## config.mk

```make
export PLATFORM = sky130hd
export DESIGN_NAME = spi_target
export DESIGN_NICKNAME = d
export VERILOG_FILES = /design/src/rtl/spi_target_pkg.sv /design/src/rtl/spi_sync.sv /design/src/rtl/spi_target.sv
export SDC_FILE = /design/constraint.sdc
export NUM_CORES = 1
export LEC_CHECK = 0
export CAP_MARGIN = 40
export CORE_MARGIN = 1.5
export CORE_UTILIZATION = 55
export DETAILED_ROUTE_END_ITERATION = 8
export PLACE_DENSITY = 0.83
export REMOVE_ABC_BUFFERS = 1
export SLEW_MARGIN = 20
export SYNTH_ARGS = -nofsm -noshare
export SYNTH_HDL_FRONTEND = slang
export SYNTH_SLANG_ARGS = --single-unit
```

## constraint.sdc

```tcl
create_clock -name clock -period 4.3 [get_ports clock]
set_input_delay 0.86 -clock clock [delete_from_list [all_inputs] [get_ports clock]]
set_output_delay 0.86 -clock clock [all_outputs]
set_load 0.01 [all_outputs]
```

## src/rtl/spi_target_pkg.sv

```systemverilog
// Shared constants for the SPI target: default word width, synchronizer depth and idle fill word.
// The link is fixed to SPI mode 0 (CPOL=0, CPHA=0).
package spi_target_pkg;

  localparam int         SPI_DEFAULT_DW      = 8;
  localparam int         SPI_DEFAULT_SYNC    = 2;
  localparam logic [7:0] SPI_TX_IDLE_DEFAULT = 8'hFF;

endpackage

```

## src/rtl/spi_sync.sv

```systemverilog
// Multi-flop synchronizer for one SPI pad input, with a selectable reset level so that
// an idle pad (CS high, SCK low) produces no spurious edge when reset is released.
module spi_sync #(
  parameter int   STAGES    = 2,
  parameter logic RESET_VAL = 1'b0
) (
  input  logic clock,
  input  logic reset_n,
  input  logic d,
  output logic q
);

  logic [STAGES-1:0] ff;

  always_ff @(posedge clock or negedge reset_n) begin
    if (!reset_n) begin
      ff <= {STAGES{RESET_VAL}};
    end else begin
      ff <= {ff[STAGES-2:0], d};
    end
  end

  assign q = ff[STAGES-1];

endmodule

```

## src/rtl/spi_target.sv

```systemverilog
// SPI mode-0 target oversampled in the system clock, with valid/ready rx and tx word streams.
// Define SPI_TARGET_LSB_FIRST_EN to shift words LSB first in both directions (default MSB first).
module spi_target
  import spi_target_pkg::*;
#(
  parameter int                    DATA_WIDTH  = SPI_DEFAULT_DW,
  parameter int                    SYNC_STAGES = SPI_DEFAULT_SYNC,
  parameter logic [DATA_WIDTH-1:0] TX_IDLE     = DATA_WIDTH'(SPI_TX_IDLE_DEFAULT)
) (
  input  logic                  clock,
  input  logic                  reset_n,
  input  logic                  spi_sck_i,
  input  logic                  spi_cs_n_i,
  input  logic                  spi_mosi_i,
  output logic                  spi_miso_o,
  output logic                  spi_miso_oe_o,
  output logic [DATA_WIDTH-1:0] rx_data_o,
  output logic                  rx_valid_o,
  input  logic                  rx_ready_i,
  input  logic [DATA_WIDTH-1:0] tx_data_i,
  input  logic                  tx_valid_i,
  output logic                  tx_ready_o,
  output logic                  cs_active_o,
  output logic                  overrun_o,
  output logic                  underrun_o
);

  localparam int              CNT_W    = (DATA_WIDTH > 1) ? $clog2(DATA_WIDTH) : 1;
  localparam logic [CNT_W-1:0] LAST_BIT = CNT_W'(DATA_WIDTH - 1);

  logic sck_s, cs_n_s, mosi_s;
  logic sck_d, cs_n_d;

  spi_sync #(.STAGES(SYNC_STAGES), .RESET_VAL(1'b0)) u_sync_sck (
    .clock(clock), .reset_n(reset_n), .d(spi_sck_i), .q(sck_s)
  );
  spi_sync #(.STAGES(SYNC_STAGES), .RESET_VAL(1'b1)) u_sync_cs (
    .clock(clock), .reset_n(reset_n), .d(spi_cs_n_i), .q(cs_n_s)
  );
  spi_sync #(.STAGES(SYNC_STAGES), .RESET_VAL(1'b0)) u_sync_mosi (
    .clock(clock), .reset_n(reset_n), .d(spi_mosi_i), .q(mosi_s)
  );

  always_ff @(posedge clock or negedge reset_n) begin
    if (!reset_n) begin
      sck_d  <= 1'b0;
      cs_n_d <= 1'b1;
    end else begin
      sck_d  <= sck_s;
      cs_n_d <= cs_n_s;
    end
  end

  logic sck_rise, sck_fall, cs_fall, cs_rise;
  logic cs_active, word_done, load_point;
  logic [CNT_W-1:0]      bit_cnt;
  logic [DATA_WIDTH-1:0] rx_shift, tx_shift, rx_next, tx_next;

  assign sck_rise = sck_s & ~sck_d;
  assign sck_fall = ~sck_s & sck_d;
  assign cs_fall  = ~cs_n_s & cs_n_d;
  assign cs_rise  = cs_n_s & ~cs_n_d;

  // A load point opens the frame, and recurs on the falling edge that follows each completed word.
  assign load_point = cs_fall | (cs_active & sck_fall & (bit_cnt == '0));

`ifdef SPI_TARGET_LSB_FIRST_EN
  assign rx_next    = {mosi_s, rx_shift[DATA_WIDTH-1:1]};
  assign tx_next    = {1'b0, tx_shift[DATA_WIDTH-1:1]};
  assign spi_miso_o = tx_shift[0];
`else
  assign rx_next    = {rx_shift[DATA_WIDTH-2:0], mosi_s};
  assign tx_next    = {tx_shift[DATA_WIDTH-2:0], 1'b0};
  assign spi_miso_o = tx_shift[DATA_WIDTH-1];
`endif

  assign spi_miso_oe_o = cs_active;
  assign cs_active_o   = cs_active;
  assign tx_ready_o    = load_point;

  always_ff @(posedge clock or negedge reset_n) begin
    if (!reset_n) begin
      cs_active <= 1'b0;
      bit_cnt   <= '0;
      rx_shift  <= '0;
      word_done <= 1'b0;
    end else begin
      word_done <= 1'b0;
      if (cs_rise) begin
        cs_active <= 1'b0;
        bit_cnt   <= '0;
      end else if (cs_fall) begin
        cs_active <= 1'b1;
        bit_cnt   <= '0;
      end else if (cs_active && sck_rise) begin
        rx_shift <= rx_next;
        if (bit_cnt == LAST_BIT) begin
          bit_cnt   <= '0;
          word_done <= 1'b1;
        end else begin
          bit_cnt <= bit_cnt + CNT_W'(1);
        end
      end
    end
  end

  always_ff @(posedge clock or negedge reset_n) begin
    if (!reset_n) begin
      tx_shift   <= TX_IDLE;
      underrun_o <= 1'b0;
    end else begin
      underrun_o <= 1'b0;
      if (load_point) begin
        tx_shift   <= tx_valid_i ? tx_data_i : TX_IDLE;
        underrun_o <= ~tx_valid_i;
      end else if (cs_active && sck_fall) begin
        tx_shift <= tx_next;
      end
    end
  end

  // A completed word is only dropped when the holding register is full and not being drained.
  always_ff @(posedge clock or negedge reset_n) begin
    if (!reset_n) begin
      rx_data_o  <= '0;
      rx_valid_o <= 1'b0;
      overrun_o  <= 1'b0;
    end else begin
      overrun_o <= 1'b0;
      if (word_done) begin
        if (rx_valid_o && !rx_ready_i) begin
          overrun_o <= 1'b1;
        end else begin
          rx_data_o  <= rx_shift;
          rx_valid_o <= 1'b1;
        end
      end else if (rx_valid_o && rx_ready_i) begin
        rx_valid_o <= 1'b0;
      end
    end
  end

endmodule

```

Word level (Yosys, flattened, before mapping) --
Index checks and enable logic that the tools add are counted. W data, S select, Z words.
Operators by class: reduce and logical (&&, ||, !) cells 13, multiplexer cells 19, bitwise gates (word level) 15, multiply operators 0, shifts and indexed selects 0, div/mod/pow operators 0, magnitude comparators 0, add/subtract/negate cells 1, equality and inequality tests 2
Operators by type and width (count):
- $mux W8 | 3
- $mux W1 | 12
- $mux W3 | 4
- $not A1 Y1 | 8
- $and A1 B1 Y1 | 6
- $reduce_bool A2 Y1 | 3
- $logic_and A1 B1 Y1 | 4
- $reduce_and A2 Y1 | 2
- $add A3 B1 Y3 const B | 1
- $eq A3 B3 Y1 const B | 1
- $logic_not A3 Y1 | 1
- $reduce_and A3 Y1 | 1
- $reduce_bool A3 Y1 | 1
- $ne A2 B2 Y1 const B | 1
- $logic_not A1 Y1 | 1
- $or A1 B1 Y1 | 1
Storage, ports and cells: bits in registers 40, bits of input ports 15, memory bits (writable) 0, latch bits 0, memories 0, memory bits (read-only) 0, output and inout port bits 15

Depth between registers and ports, before layout --
Gate-level depths: netlist of the first run.
depth after elaboration 6, depth in mapped cells 7

Hierarchy --
A second synthesis of the first run with hierarchy kept.
Second synthesis, totals: cells, all modules 135, area total of the unflattened synthesis 1707.9 um2
By module, submodules not included:
- spi_target | area each 1555.2 um2, instances 1, sequential area each 862.1 um2, cells each 129
- spi_sync (u_sync_mosi ...) | area each 50.0 um2, instances 2, sequential area each 50.0 um2, cells each 2
- spi_sync (u_sync_cs) | area each 52.6 um2, instances 1, sequential area each 52.6 um2, cells each 2

Least setup slack after synthesis of the first run --
No wires, ideal clock.
path type register to output, from register cs_n_d, to output port tx_ready_o, required time 3440 ps, buffers on the path 2, stages on the path, launching flop included 7, arrival time 1313 ps, setup slack 2127 ps, cells stage by stage dfstp_2 > ha_1 > buf_2 > inv_2 > and2_4 > buf_6 > nor2_1
On the way: word-level cells in the longest chain between the ends 2
RTL lines:
- start, declared | line spi_target.sv:32 | logic sck_d, cs_n_d;
- start signal, assigned | line spi_target.sv:50 | cs_n_d <= cs_n_s;
- $and A1 B1 Y1 | line spi_target.sv:61 | assign cs_fall = ~cs_n_s & cs_n_d;
- $or A1 B1 Y1 | line spi_target.sv:65 | assign load_point = cs_fall | (cs_active & sck_fall & (bit_cnt == '0));
- end, declared | line spi_target.sv:22 | output logic tx_ready_o,
Every way passes these cells.

Final worst setup path of the first run --
Same ends and word-level chain as after synthesis.

==> flow_metrics.env, run 1 <==
export IMPL_status="completed"
export IMPL_hold_viol_final=0
export IMPL_synth_area_leader_cell="dfrtp_1"
export IMPL_antenna_left=0
export IMPL_drtPass1Iterations=4
export IMPL_post_cts_setup_buffers=0
export IMPL_cts_sinks=40
export IMPL_critPathCaptureType="primary output"
export IMPL_synthesis_area_mm2=0.00171
export IMPL_ctsLongestPathBuffers=2
export IMPL_grt_pass1_vias=1137
export IMPL_synth_cell_types=25
export IMPL_start_util_pct=57.0
export IMPL_grt_pass1_wl_um=4940
export IMPL_cts_resized=0
export IMPL_cts_made_buffers=5
export IMPL_syn2layout_area_growth_pct=21.7
export IMPL_r2r_start="cs_n_d"
export IMPL_diodes=0
export IMPL_die_w_um=58.8
export IMPL_grt_overflow_total=0
export IMPL_intPower_mw=0.688
export IMPL_min_period_ns=3.16
export IMPL_pwr_share_comb_pct=26.4
export IMPL_cp_required_ns=3.44
export IMPL_finalSetupTns_ns=0
export IMPL_path_clk_slew_ns=0.11
export IMPL_r2r_end="tx_shift[7]"
export IMPL_synthCells=135
export IMPL_fillers=230
export IMPL_portBuffers=29
export IMPL_setup_viol=0
export IMPL_die_y_um=58.8
export IMPL_p_per_area_mw_per_mm2=472
export IMPL_cp_max_fo=16
export IMPL_finalCritPeriodShare_pct=73.6
export IMPL_slew_headroom_pct=76.7
export IMPL_synth_area_leaders="dfrtp_1 (42%), dfstp_2 (17%), mux2_2 (11%), ha_1 (3.7%), nand2b_1 (3.7%)"
export IMPL_drt_iter0_markers=26
export IMPL_viasPerCell=5.56
export IMPL_row_count=20
export IMPL_drv_cap=0
export IMPL_grt_usage_pct=19.7
export IMPL_ys_seq_area_share_pct=59.2
export IMPL_gp_congestion=0.764
export IMPL_register_area_mm2=0.00101
export IMPL_critPathLaunchType="register"
export IMPL_drive_gt1_share_pct=23.8
export IMPL_fin_hold_ws_ns=0.329
export IMPL_grt_max_degree=41
export IMPL_fin_skew_ns=0.00670
export IMPL_crit_start="cs_n_d"
export IMPL_arrival_ns=2.30
export IMPL_synth_seq_cells=40
export IMPL_critPathKind="reg2out"
export IMPL_r2r_slack_ns=2.59
export IMPL_syn_avg_cell_area_um2=12.7
export IMPL_worst_pin_slew_ns=0.350
export IMPL_maxSlewViolCount=0
export IMPL_hold_buffers=0
export IMPL_wirelength_um=2810
export IMPL_multiInputGateArea_um2=634
export IMPL_p_leak_nw=0.961
export IMPL_layout_nets=187
export IMPL_io_pins=30
export IMPL_netSwitchingPower_mw=0.295
export IMPL_r2r_cells=4
export IMPL_worstSkewPairLatency_ns=0.34
export IMPL_route_vias_total=1117
export IMPL_root_buffer="clkbuf_4"
export IMPL_drc=0
export IMPL_htree_levels=2
export IMPL_max_freq_mhz=316
export IMPL_dpl_hpwl_um=2110
export IMPL_synth_yosys_warnings=0
export IMPL_clkPwrFrac_pct=19.2
export IMPL_ir_worst_vdd_v=0.000302
export IMPL_switching_share_pct=30.0
export IMPL_detail_route_wl_per_cell_um=14.0
export IMPL_dieArea_mm2=0.00346
export IMPL_core_mm2=0.00300
export IMPL_seqPwrFrac_pct=54.4
export IMPL_rsz0062_at_grt="no"
export IMPL_synth_top_area_share_pct=42.4
export IMPL_cts_tree="done"
export IMPL_grt_antenna_before_repair=0
export IMPL_hp_class="in2async"
[layout by cell type, fill, tap and decap left out, types with 2 or more instances in the layout]
cell type,count
nand2_1,5
dfstp_2,11
nand2b_1,10
mux2i_1,4
a21oi_1,8
a211oi_1,7
dfrtp_1,29
inv_1,6
o31ai_1,8
mux2_2,16
ha_1,5
nor2_1,4
clkbuf_1,2
nand3_1,8
clkdlybuf4s50_1,28
clkbuf_4,5
[state kept, by name, indices dropped and copies added, names as in the netlist]
signal	count
bit_cnt	3
rx_shift	8
cs_active_o	1
u_sync_mosi.ff	2
cs_n_d	1
word_done	1
sck_d	1
u_sync_cs.ff	2
tx_shift	8
rx_data_o	8
overrun_o	1
underrun_o	1
u_sync_sck.ff	2
rx_valid_o	1
[layout make-up]
type	instances	share of cell area [%]
multi-input cells	82	30.4
clock buffers	8	2.82
flip-flops and latches	40	48.7
repair buffers	30	14.6
inverters	8	1.44
well taps	33	1.98
[critical path: stages, from the launching register on]
cell             delay (ns)
dfstp_2                0.55
ha_1                   0.36
inv_2                  0.19
and2_4                 0.22
nor2_1                 0.11
clkdlybuf4s50_1        0.54
[metrics by stage]
| stage | total power [mW] | worst slack [ns] | instances | utilization, % | instance area [um^2] |
|---|---|---|---|---|---|
| floorplan | 0.697 | 2.10 | 130 | - | 1680 |
| global placement | 0.776 | 1.57 | 192 | 66.8 | 2010 |
| detailed placement | 0.801 | 1.51 | 192 | 66.8 | 2010 |
| CTS | 0.991 | 1.11 | 200 | 68.8 | 2060 |
| global route | 1.05 | 0.985 | 201 | 69.4 | 2080 |
| finish | 0.984 | 1.14 | 201 | 69.4 | 2080 |
[how the worst max path moves through the flow]
stage | end | slack [ns] | cells past startpoint
floorplan | tx_ready_o | 2.10 | 4
detailed placement | tx_ready_o | 1.51 | 5
CTS | tx_ready_o | 1.11 | 5
global route | tx_ready_o | 0.98 | 5
global placement | tx_ready_o | 1.57 | 5
finish | tx_ready_o | 1.14 | 5
[synthesized netlist by cell type]
library cell and n:
buf_6 1, dfrtp_1 29, nand2_2 1, a211oi_1 7
and3_1 1, nand2b_1 10, inv_1 6, buf_4 1
a21oi_1 8, nor2_1 4, mux2i_1 4, inv_2 1
nor3_1 1, nand3_1 8, clkinv_1 1, nand3b_4 1
and3b_2 1, nor2b_1 1, dfstp_2 11, and2_4 1
mux2_2 16, ha_1 5, nand2_1 5, o31ai_1 8
buf_2 3
[power by group through the flow]
stage	logic (mW)	clock network (mW)	registers, mW
floorplan	0.169	0	0.528
global placement	0.242	0	0.535
detailed placement	0.258	0	0.543
CTS	0.259	0.197	0.535
global route	0.290	0.212	0.545
finish	0.259	0.189	0.535
[per-layer routing]
layer	vias to the layer above	global-route usage (%)	routed length, um
li1	534	-	-
met1	552	24.5	1160
met2	27	31.4	1460
met3	4	4.62	134
met4	0	11.7	56
met5	-	0	0
[kinds of logic after synthesis]
logic type      count (synthesis)  synth area share, %
flops                          40                 59.2
simple gates                   34                 11.6
compound gates                 23                 8.91
mux                            20                 12.9
buf+inv                        13                 3.72
fa+ha+maj                       5                 3.65
No activity file was read; power rests on OpenSTA's default activity.
==> run 2, diff against run 1 <==
Settings changed: CORE_UTILIZATION 55 to 51, PLACE_DENSITY 0.83 to 0.78.
Clock period 4.3 ns to 3 ns, I/O delays scaled along.
==> flow_metrics.env, run 2 (same netlist as run 1, synthesis figures left out) <==
export IMPL_route_vias_total=1095
export IMPL_htree_levels=2
export IMPL_r2r_end="tx_shift[2]"
export IMPL_start_util_pct=54.8
export IMPL_p_leak_nw=0.959
export IMPL_path_clk_slew_ns=0.11
export IMPL_die_w_um=61.0
export IMPL_r2r_start="cs_n_d"
export IMPL_antenna_left=0
export IMPL_critPathLaunchType="register"
export IMPL_maxSlewViolCount=0
export IMPL_hp_class="in2async"
export IMPL_path_cells="inv_1 -> ha_2 -> inv_2 -> and2_4 -> nor2_1 -> clkdlybuf4s50_1"
export IMPL_cp_required_ns=2.40
export IMPL_die_y_um=61.0
export IMPL_gp_congestion=0.721
export IMPL_grt_max_degree=41
export IMPL_grt_pass1_vias=1077
export IMPL_utilization_pct=67.2
export IMPL_slew_headroom_pct=77.0
export IMPL_row_count=20
export IMPL_crit_slowest_cell="dfstp_2"
export IMPL_drc=0
export IMPL_setup_viol=0
export IMPL_hold_viol_final=0
export IMPL_hold_buffers=0
export IMPL_viasPerCell=5.17
export IMPL_drt_iter0_markers=33
export IMPL_arrival_ns=2.20
export IMPL_dieArea_mm2=0.00372
export IMPL_finalSetupTns_ns=0
export IMPL_fin_skew_ns=0.00790
export IMPL_finalCritPeriodShare_pct=93.3
export IMPL_final_common_cell="dfrtp_1"
export IMPL_dpl_hpwl_um=2230
export IMPL_crit_buf_inv=3
export IMPL_syn2layout_area_growth_pct=22.6
export IMPL_grt_pass1_wl_um=4910
export IMPL_drive_gt1_share_pct=24.4
export IMPL_ir_worst_vdd_v=0.000528
export IMPL_r2r_cells=4
export IMPL_detail_route_wl_per_cell_um=14.1
export IMPL_grt_usage_pct=19.3
export IMPL_drv_cap=0
export IMPL_drtPass1Iterations=4
export IMPL_critPathMaxStageDelay_ns=0.56
export IMPL_report_power_total_mw=1.42
export IMPL_root_buffer="clkbuf_4"
export IMPL_critPathKind="reg2out"
export IMPL_max_freq_mhz=357
export IMPL_cp_top_family="buffers and inverters"
export IMPL_diodes=0
export IMPL_ctsLongestPathBuffers=2
export IMPL_worst_pin_slew_ns=0.344
export IMPL_io_pins=30
export IMPL_cts_tree="done"
export IMPL_portBuffers=29
export IMPL_core_mm2=0.00313
export IMPL_wirelength_um=2990
export IMPL_cts_sinks=40
export IMPL_grt_overflow_total=0
export IMPL_final_cell_mix="dfrtp_1 (29), clkdlybuf4s50_1 (28), mux2_2 (16), dfstp_2 (11), nand2b_1 (10)"
export IMPL_worstSkewPairLatency_ns=0.34
export IMPL_cts_made_buffers=5
export IMPL_layout_nets=187
export IMPL_grt_antenna_before_repair=0
export IMPL_rsz0062_at_grt="no"
export IMPL_cp_max_fo=16
export IMPL_min_period_ns=2.80
export IMPL_r2r_slack_ns=1.39
export IMPL_p_per_area_mw_per_mm2=675
export IMPL_status="completed"
export IMPL_critPathCaptureType="primary output"
export IMPL_reg_largest_list="rx_data_o: 8 flops, rx_shift: 8 flops, tx_shift: 8 flops"
[run 2: how the worst max path moves through the flow]
| stage | from | to | slack, ns | cells past startpoint |
|---|---|---|---|---|
| 2_1_floorplan | cs_n_d | tx_ready_o | 1.06 | 4 |
| 3_5_place_dp | cs_n_d | tx_ready_o | 0.46 | 5 |
| 4_1_cts | cs_n_d | tx_ready_o | 0.07 | 5 |
| 3_3_place_gp | cs_n_d | tx_ready_o | 0.53 | 5 |
| 6_report | u_sync_cs.ff[1] | tx_ready_o | 0.20 | 6 |
| 5_1_grt | u_sync_cs.ff[1] | tx_ready_o | 0.09 | 6 |
[run 2: layout make-up]
cell class                 count  area, um^2
multi-input combinational     82         637
fill                         252        1030
clock buffer                   8        58.8
tap                           44        55.1
sequential                    40        1010
inverter                       8        30.0
timing repair buffer          30         305
[run 2: stage by stage]
step	hold slack, ns	setup slack [ns]	instances	cell area [um^2]
2_1_floorplan	0.304	1.06	130	1680
3_3_place_gp	0.335	0.528	203	2020
3_5_place_dp	0.335	0.459	203	2020
4_1_cts	0.356	0.0674	211	2080
5_1_grt	0.0421	0.0903	212	2100
6_report	0.0617	0.200	212	2100
[run 2: what timing repair did]
item / 4_1_cts / 5_1_grt
setup buffers: 0 / 0
endpoints found under the hold margin: 0 / 0
gates resized for setup: 0 / 1
setup endpoints to repair: 0 / 1
[run 2: layer usage]
layer  vias to the layer above  GRT usage, %  wire [um]
met4                         0          11.2         79
met5                         -             0          0
met3                         6          5.12        117
met1                       529          23.8       1260
li1                        533             -          -
met2                        27          30.6       1540
[run 2: report_power, final]
group          internal [mW]  leakage [nW]  switching, mW
combinational          0.184         0.433          0.190
clock                  0.116        0.0326          0.159
sequential             0.688         0.493         0.0804
total                  0.988         0.959          0.430
==> patch, RTL diff (flow settings as in run 1) <==
`SPI_DEFAULT_DW`: 8 -> 16.
--- a/src/rtl/spi_target_pkg.sv
+++ b/src/rtl/spi_target_pkg.sv
@@ -3,5 +3,5 @@
 package spi_target_pkg;
 
-  localparam int         SPI_DEFAULT_DW      = 8;
+  localparam int         SPI_DEFAULT_DW      = 16;
   localparam int         SPI_DEFAULT_SYNC    = 2;
   localparam logic [7:0] SPI_TX_IDLE_DEFAULT = 8'hFF;
Interface: changed (resized rx_data_o and tx_data_i); port bits go from 30 to 46. The function was not compared with the original's and may differ.
==> patch against run 1 <==
  * Non-clock buffer count rose by 19
  * Routed wire length rose by 88%
  * Area after synthesis rose by 66%
  * First-iteration DRC count rose to 3.3 times the old value
  * Critical path type unchanged
  * Final area rose by 70%
  * Setup slack got worse by 8.0 ps
  * Largest power group unchanged
  * Global-route usage rose by 0.93 points
  * Highest routed layer unchanged
  * Via count rose by 70%
  * Sequential cell count rose by 25
  * Total power rose by 68%
==> patch: results (changes against run 1) <==
| Metric | Value |
|---|---|
| Run status | finished, final reports clean |
| Share of layout cells above drive strength 1 | 24.9% (+1.1 points) |
| Pin count of the biggest net entering global routing | 36 (-12%) |
| Netlist Area Pre-Place | 2850 um^2 (+66%) |
| DRT iter0 DRCs | 86 (+230%) |
| CTS Buffer Depth | 2 (unchanged) |
| Worst setup slack after placement | 1490 ps (-19.0 ps) |
| Vias in the first global route | 1745 (+53%) |
| Port Buffers | 45 (+55%) |
| CTS H-tree lvls | 3 (+1) |
| Worst clock skew | 9.41 ps (+2.71 ps) |
| WL per Instance | 15.2 um (+9.0%) |
| Met2 WL | 2500 um (+71%) |
| Total track usage | 20.7% (+0.93 points) |
| DPL Wire Length | 3420 um (+62%) |
| Met3 wire len | 317 um (+140%) |
| Gates resized, CTS repair | 0 (unchanged) |
| Net count, final | 299 (+60%) |
| Biggest regs | rx_data_o x16, rx_shift x16, tx_shift x16 |
| Synth unique cells | 35 (+40%) |
| Clock Pin Slew Worst Setup and Hold Paths | 70 ps (-40 ps) |
| Clock Power Share | 33.2% (+14 points) |
| Synth cell count leaders | 54 x dfrtp_1, 33 x mux2_2, 12 x nor2_1, 11 x dfstp_2, 11 x nor3_1 |
| Peak supply drop | 0.354 mV (+17%) |
| Synth area leaders | dfrtp_1 47%, mux2_2 13%, dfstp_2 10%, a22o_1 2.8%, nand3b_1 2.4% |
| Worst-path maximum fanout | 20 (+4) |
| Sequential power share | 47.6% (-6.8 points) |
| Hold Path Class | reg2reg |
| Kind of cell adding the most delay to the critical path | flip-flops |
| Switching power | 0.455 mW (+54%) |
| Sequential-to-total area share from yosys stat | 57.6% (-1.7 points) |
| Routed vias/inst | 5.46 (-1.7%) |
| DRT met1 WL | 2390 um (+110%) |
| Root Buffer | clkbuf_8 |
| GR Layer Usage met3 | 9.91% (+5.3 points) |
| First-pass GRT wire length | 8310 um (+68%) |
| GPL Wtd Cong | 0.793 (+3.8%) |
| Met1 Use GR | 26.8% (+2.3 points) |
| Clock buffer count from CTS | 9 (+4) |
| Met2 Usage GRT | 30.7% (-0.75 points) |
| Max_slew headroom | 55.2% (-21 points) |
| Leakage power | 1.58 nW (+65%) |
## patch: cell types whose count changed after synthesis, moves of 8 or more
cell and delta:
nor2_1 +8, nand2b_1 -9, dfrtp_1 +25, mux2_2 +17
a31oi_1 +8, o21ai_0 +8, nand3b_1 +9, nor3_1 +10
o31ai_1 -8, a22o_1 +9, o211ai_1 +8
## patch: stage by stage
step | total power [mW] | cell area, um^2 | util [%] | instances
2_1_floorplan | 0.989 | 2760 | - | 212
5_1_grt | 1.74 | 3550 | 70.4 | 347
3_3_place_gp | 1.10 | 3320 | 65.8 | 330
6_report | 1.66 | 3550 | 70.4 | 347
4_1_cts | 1.67 | 3550 | 70.4 | 347
3_5_place_dp | 1.11 | 3340 | 66.2 | 331
## patch: final timing paths
| check | startpoint | endpoint | slack, ps | cells past startpoint |
|---|---|---|---|---|
| max in group asynchronous | reset_n | bit_cnt[3] | 3040 | 3 |
| setup / recovery | u_sync_cs.ff[1] | tx_ready_o | 1130 | 5 |
| min in group asynchronous | reset_n | tx_shift[15] | 440 | 1 |
| hold / removal | u_sync_sck.ff[0] | u_sync_sck.ff[1] | 350 | 0 |
| setup reg to reg | cs_n_d | tx_shift[13] | 2030 | 4 |
| hold reg to reg | u_sync_sck.ff[0] | u_sync_sck.ff[1] | 350 | 0 |
## patch: cell type report
cell class              count  area, um^2
clock buffers              10         128
clock inverters             6        82.6
fillers                   365        1490
inverters                   8        30.0
multi-input cells         139        1090
flip-flops and latches     65        1640
well taps                  70        87.6
repair buffers             49         488
## patch: cells by family (layout without fill, tap and decap cells)
family	count (synthesis)	after routing	share of synthesized area [%]
buffers and inverters	25	73	4.08
multiplexers	34	34	13.4
AO/OA/AOI/OAI	46	46	12.0
flip-flops	65	65	57.6
adder cells (fa/ha/maj)	4	4	1.76
AND/OR/NAND/NOR	55	55	11.2
